--- src/rtl/spi_arbiter.sv ---
// Two-requester round-robin arbiter in front of a single SPI engine.
// Handles chip-select setup, the start/busy handshake with timeout, and per-requester rx capture.
module spi_arbiter #(
  parameter int CS_SETUP      = 4,
  parameter int START_TIMEOUT = 255
) (
  input  logic        raw_clk,
  input  logic        reset,
  input  logic        req_0,
  input  logic        req_1,
  input  logic        width_16_0,
  input  logic        width_16_1,
  input  logic [15:0] tx_0,
  input  logic [15:0] tx_1,
  output logic [7:0]  rx_0,
  output logic [7:0]  rx_1,
  output logic        done_0,
  output logic        done_1,
  output logic        error_0,
  output logic        error_1,
  output logic        cs_n_0,
  output logic        cs_n_1,
  output logic        spi_start,
  output logic        spi_width_16,
  output logic [15:0] spi_data_tx,
  input  logic        spi_busy,
  input  logic [7:0]  spi_data_rx,
  output logic        busy,
  output logic        owner
);

  localparam int MAXC = (CS_SETUP > START_TIMEOUT) ? CS_SETUP : START_TIMEOUT;
  localparam int CW   = $clog2(MAXC + 2);

  typedef enum logic [2:0] {IDLE, SETUP, START, XFER, DONE} state_e;

  state_e          state_q, state_d;
  logic [CW-1:0]   cnt_q, cnt_d;
  logic            owner_q, owner_d;
  logic            last_q, last_d;
  logic [1:0]      cs_n_q, cs_n_d;
  logic [1:0]      done_q, done_d;
  logic [1:0]      err_q, err_d;
  logic            start_q, start_d;
  logic            width_q, width_d;
  logic [15:0]     tx_q, tx_d;
  logic [1:0][7:0] rx_q, rx_d;
  logic [1:0]      req;
  logic            grant;

  assign req = {req_1, req_0};

  always_comb begin
    state_d = state_q;
    cnt_d   = cnt_q;
    owner_d = owner_q;
    last_d  = last_q;
    cs_n_d  = cs_n_q;
    done_d  = '0;
    err_d   = '0;
    start_d = start_q;
    width_d = width_q;
    tx_d    = tx_q;
    rx_d    = rx_q;
    grant   = 1'b0;
    case (state_q)
      IDLE: begin
        if (|req) begin
          // On a tie the requester that was not served last wins.
          grant   = (req == 2'b11) ? ~last_q : req[1];
          owner_d = grant;
          width_d = grant ? width_16_1 : width_16_0;
          tx_d    = grant ? tx_1 : tx_0;
          cs_n_d  = grant ? 2'b01 : 2'b10;
          cnt_d   = '0;
          state_d = (CS_SETUP == 0) ? START : SETUP;
        end
      end
      SETUP: begin
        if (cnt_q == CW'(CS_SETUP - 1)) begin
          cnt_d   = '0;
          state_d = START;
        end else begin
          cnt_d = cnt_q + 1'b1;
        end
      end
      START: begin
        // First START cycle raises spi_start; the timeout counts cycles with it high.
        if (!start_q) begin
          start_d = 1'b1;
          cnt_d   = '0;
        end else if (spi_busy) begin
          start_d = 1'b0;
          state_d = XFER;
        end else if (cnt_q == CW'(START_TIMEOUT - 1)) begin
          start_d        = 1'b0;
          cs_n_d         = 2'b11;
          err_d[owner_q] = 1'b1;
          last_d         = owner_q;
          state_d        = IDLE;
        end else begin
          cnt_d = cnt_q + 1'b1;
        end
      end
      XFER: begin
        if (!spi_busy) begin
          rx_d[owner_q]   = spi_data_rx;
          done_d[owner_q] = 1'b1;
          cs_n_d          = 2'b11;
          state_d         = DONE;
        end
      end
      DONE: begin
        last_d  = owner_q;
        state_d = IDLE;
      end
      default: state_d = IDLE;
    endcase
  end

  always_ff @(posedge raw_clk or posedge reset) begin
    if (reset) begin
      state_q <= IDLE;
      cnt_q   <= '0;
      owner_q <= 1'b0;
      last_q  <= 1'b1;
      cs_n_q  <= 2'b11;
      done_q  <= '0;
      err_q   <= '0;
      start_q <= 1'b0;
      width_q <= 1'b0;
      tx_q    <= '0;
      rx_q    <= '0;
    end else begin
      state_q <= state_d;
      cnt_q   <= cnt_d;
      owner_q <= owner_d;
      last_q  <= last_d;
      cs_n_q  <= cs_n_d;
      done_q  <= done_d;
      err_q   <= err_d;
      start_q <= start_d;
      width_q <= width_d;
      tx_q    <= tx_d;
      rx_q    <= rx_d;
    end
  end

  assign busy         = (state_q != IDLE);
  assign owner        = owner_q;
  assign cs_n_0       = cs_n_q[0];
  assign cs_n_1       = cs_n_q[1];
  assign done_0       = done_q[0];
  assign done_1       = done_q[1];
  assign error_0      = err_q[0];
  assign error_1      = err_q[1];
  assign spi_start    = start_q;
  assign spi_width_16 = width_q;
  assign spi_data_tx  = tx_q;
  assign rx_0         = rx_q[0];
  assign rx_1         = rx_q[1];

endmodule

--- config.mk ---
export PLATFORM = sky130hd
export DESIGN_NAME = spi_arbiter
export DESIGN_NICKNAME = d
export VERILOG_FILES = /design/src/rtl/spi_arbiter.sv
export SDC_FILE = /design/constraint.sdc
export NUM_CORES = 1
export LEC_CHECK = 0
export ABC_AREA = 1
export CORE_ASPECT_RATIO = 1.2
export CORE_MARGIN = 2
export CORE_UTILIZATION = 45
export DETAILED_ROUTE_END_ITERATION = 6
export DONT_BUFFER_PORTS = 1
export PLACE_DENSITY = 0.69
export SKIP_LAST_GASP = 1
export SLEW_MARGIN = 25
export SYNTH_ARGS = -nofsm -noshare
export SYNTH_HDL_FRONTEND = slang
export SYNTH_SLANG_ARGS = --single-unit
--- constraint.sdc ---
create_clock -name raw_clk -period 2.2 [get_ports raw_clk]
set_input_delay 0.44 -clock raw_clk [delete_from_list [all_inputs] [get_ports raw_clk]]
set_output_delay 0.44 -clock raw_clk [all_outputs]
set_load 0.005 [all_outputs]
==> flow_summary.json <==
{
  "antenna_found_initial": 0,
  "synthArstFlopShare_pct": 100.0,
  "hold_buffers": 0,
  "worst_path_max_delay_cell": "dfrtp_1",
  "grt_pass1_vias": 2089,
  "hold_class": "in2async",
  "synth.net_count": 386,
  "synth_edf_count": 0,
  "num_antenna_cells": 0,
  "finalMaxSlewViolations": 0,
  "synthesis.area_sq_um": 2918,
  "grt_overflow": 0,
  "crit_required_ns": 2.44,
  "ant_nets": 0,
  "post-route-period-util_pct": 81.28,
  "clock_latency_ns": 0.31,
  "start_util_pct": 45.83,
  "power.total_mw": 3.957,
  "wl_met1_mm": 2.486,
  "synth_cell_types": 28,
  "maxSlewHeadroom_pct": 58.92,
  "io_pins": 89,
  "crit_buf_inv": 1,
  "crit_family": "compound AO/OA/AOI/OAI gates",
  "clk_path_buf_depth": 2,
  "die_h_microns": 92.21,
  "finalSetupViolations": 0,
  "synth_flop_cell": "dfrtp_1",
  "rsz0062_at_grt": "no",
  "leakage_nw": 1.600,
  "arrival_ns": 2.03,
  "portBuffers": 0,
  "drt_pass1_iterations": 5,
  "fp.dieW_microns": 77.51,
  "yosysSeqAreaShare_pct": 46.44,
  "yosys.area.top_type": "dfrtp_1",
  "area_growth_pct": 6.861,
  "routed_wl_mm": 5.938,
  "clock-sinks": 54,
  "htreeDepth": 2,
  "drt_iter0_drc": 123,
  "nets": 390,
  "synth_top_area_share_pct": 43.74,
  "maxUsedRoutingLayer": "met4",
  "synthTopCellsByCount": "nand2_1, dfrtp_1, inv_1",
  "hpwl_mm": 4.373,
  "worst_pin_slew_ns": 0.6156,
  "wl_per_cell_microns": 13.91,
  "met3_length_microns": 373,
  "min_period_ns": 1.788,
  "synthTopCellsByArea": "dfrtp_1, nand2_1, inv_1, o21ai_2, o22ai_2",
  "maxCapViolCount": 0,
  "routabilityCongestion": 0.7723,
  "cp_max_fo": 21,
  "yosysWarnings": 0,
  "hold_viol_final": 0,
  "grt_pass1_wl_mm": 9.632,
  "finalSetupTns_ns": 0,
  "drc": 0,
  "status": "completed",
  "yosysMostFrequentCell": "nand2_1",
  "grt_max_degree": 29,
  "crit_type": "reg2reg",
  "num_rows": 32,
  "endpoint_kind": "flop",
  "clock_skew_ns": 0.008384,
  "cts_setup_buffers": 0,
  "crit_path_max_incr_delay_ns": 0.47,
  "drt-vias-per-instance": 5.185,
  "cts_tree": "yes",
  "placeableCoreArea_sq_um": 6366,
  "syn_inst": 337,
  "crit_chain": "nor2_1 -> nand2_2 -> a21oi_4 -> buf_4 -> o21ai_1 -> o22ai_2",
  "clk_pin_slew_worst_paths_ns": 0.11,
  "cts_resized": 0,
  "layout-drive-gt1-share_pct": 21.35,
  "cts_inserted_buffers": 5,
  "ys_seq_elements": 54,
  "detailroute.wirelength.met2_mm": 2.992,
  "grt_usage_pct": 16.85,
  "vias": 2214,
  "powerDensity_nw_per_um2": 1269,
  "syn_avg_cell_area_sq_um": 8.658,
  "dieArea_sq_um": 7147,
  "fmaxAchievable_mhz": 559.3,
  "ir_worst_vdd_mv": 0.5314,
  "cts_root_buf": "clkbuf_8",
  "start_kind": "flop"
}
area by class of cell:
cell class | count | area, sq um
Sequential cell | 54 | 1355
Timing Repair Buffer | 4 | 42.54
Multi-Input combinational cell | 223 | 1300
Inverter | 53 | 201.4
Clock inverter | 3 | 43.79
Fill cell | 608 | 3248
Clock buffer | 5 | 68.82
Tap cell | 85 | 106.4
path summary, 6_finish.rpt:
check	startpoint	slack [ns]	depth (start not counted)	end
max	state_q[0]	0.41	6	spi_data_tx[1]
min	reset	0.07	1	rx_1[7]
max reg2reg	state_q[0]	0.41	6	spi_data_tx[1]
min reg2reg	cs_n_q[0]	0.48	2	cs_n_q[0]
max in group asynchronous	reset	1.50	2	last_q
min in group raw_clk	spi_busy	0.19	1	state_q[2]
metrics by stage:
| step | hold WS, ns | instances | worst slack [ns] | utilization (%) | cell area (sq um) |
|---|---|---|---|---|---|
| floorplan | 0.4512 | 337 | 0.4504 | - | 2918 |
| global placement | 0.4154 | 419 | 0.4917 | 47.21 | 3005 |
| detailed placement | 0.4274 | 419 | 0.4292 | 47.21 | 3005 |
| CTS | 0.08407 | 427 | 0.3952 | 48.98 | 3118 |
| global route | 0.09678 | 427 | 0.1951 | 48.98 | 3118 |
| finish | 0.06823 | 427 | 0.4119 | 48.98 | 3118 |
power by group:
part | internal [mW] | leakage [nW] | switching [mW]
clock | 0.342 | 0.0585 | 0.347
combinational | 0.575 | 0.857 | 0.938
sequential | 1.40 | 0.685 | 0.354
total | 2.32 | 1.60 | 1.64
cells by family after synthesis:
| family | after synthesis | share of synthesized area, % |
|---|---|---|
| AO/OA/AOI/OAI | 57 | 15.44 |
| XOR/XNOR | 3 | 0.9007 |
| adder cells (fa/ha/maj) | 2 | 0.8575 |
| buffers and inverters | 60 | 9.005 |
| flip-flops | 54 | 46.44 |
| AND/OR/NAND/NOR | 161 | 27.36 |
layout by cell type (no fill, tap or decap), drive strengths merged:
cell / count
xor2: 3
nand3: 15
nand2: 94
a21oi: 3
ha: 2
clkinv: 1
dfstp: 3
nor2: 38
nor3: 2
bufinv: 1
inv: 54
buf: 4
dfrtp: 51
o21ai: 37
nand4: 12
o22ai: 17
clkbuf: 5
worst reg2reg max path, cell delays in order, from the launching register on:
cell,delay [ns]
dfrtp_1,0.47
nor2_1,0.19
nand2_2,0.13
a21oi_4,0.44
buf_4,0.28
o21ai_1,0.10
o22ai_2,0.11
layer usage:
| layer | vias to the layer above | GRT usage [%] |
|---|---|---|
| met1 | 1047 | 21.19 |
| met3 | 8 | 4.528 |
| met5 | - | 0 |
| met4 | 0 | 6.548 |
| met2 | 76 | 27.61 |
| li1 | 1083 | - |
registers in the layout, summed over array words and instances, names as in the netlist:
signal	count
owner	1
spi_width_16	1
cs_n_q	2
cnt_q	9
state_q	3
spi_data_tx	16
spi_start	1
done_q	2
rx_1	8
err_q	2
rx_0	8
last_q	1
No activity file was read; power rests on OpenSTA's default activity.
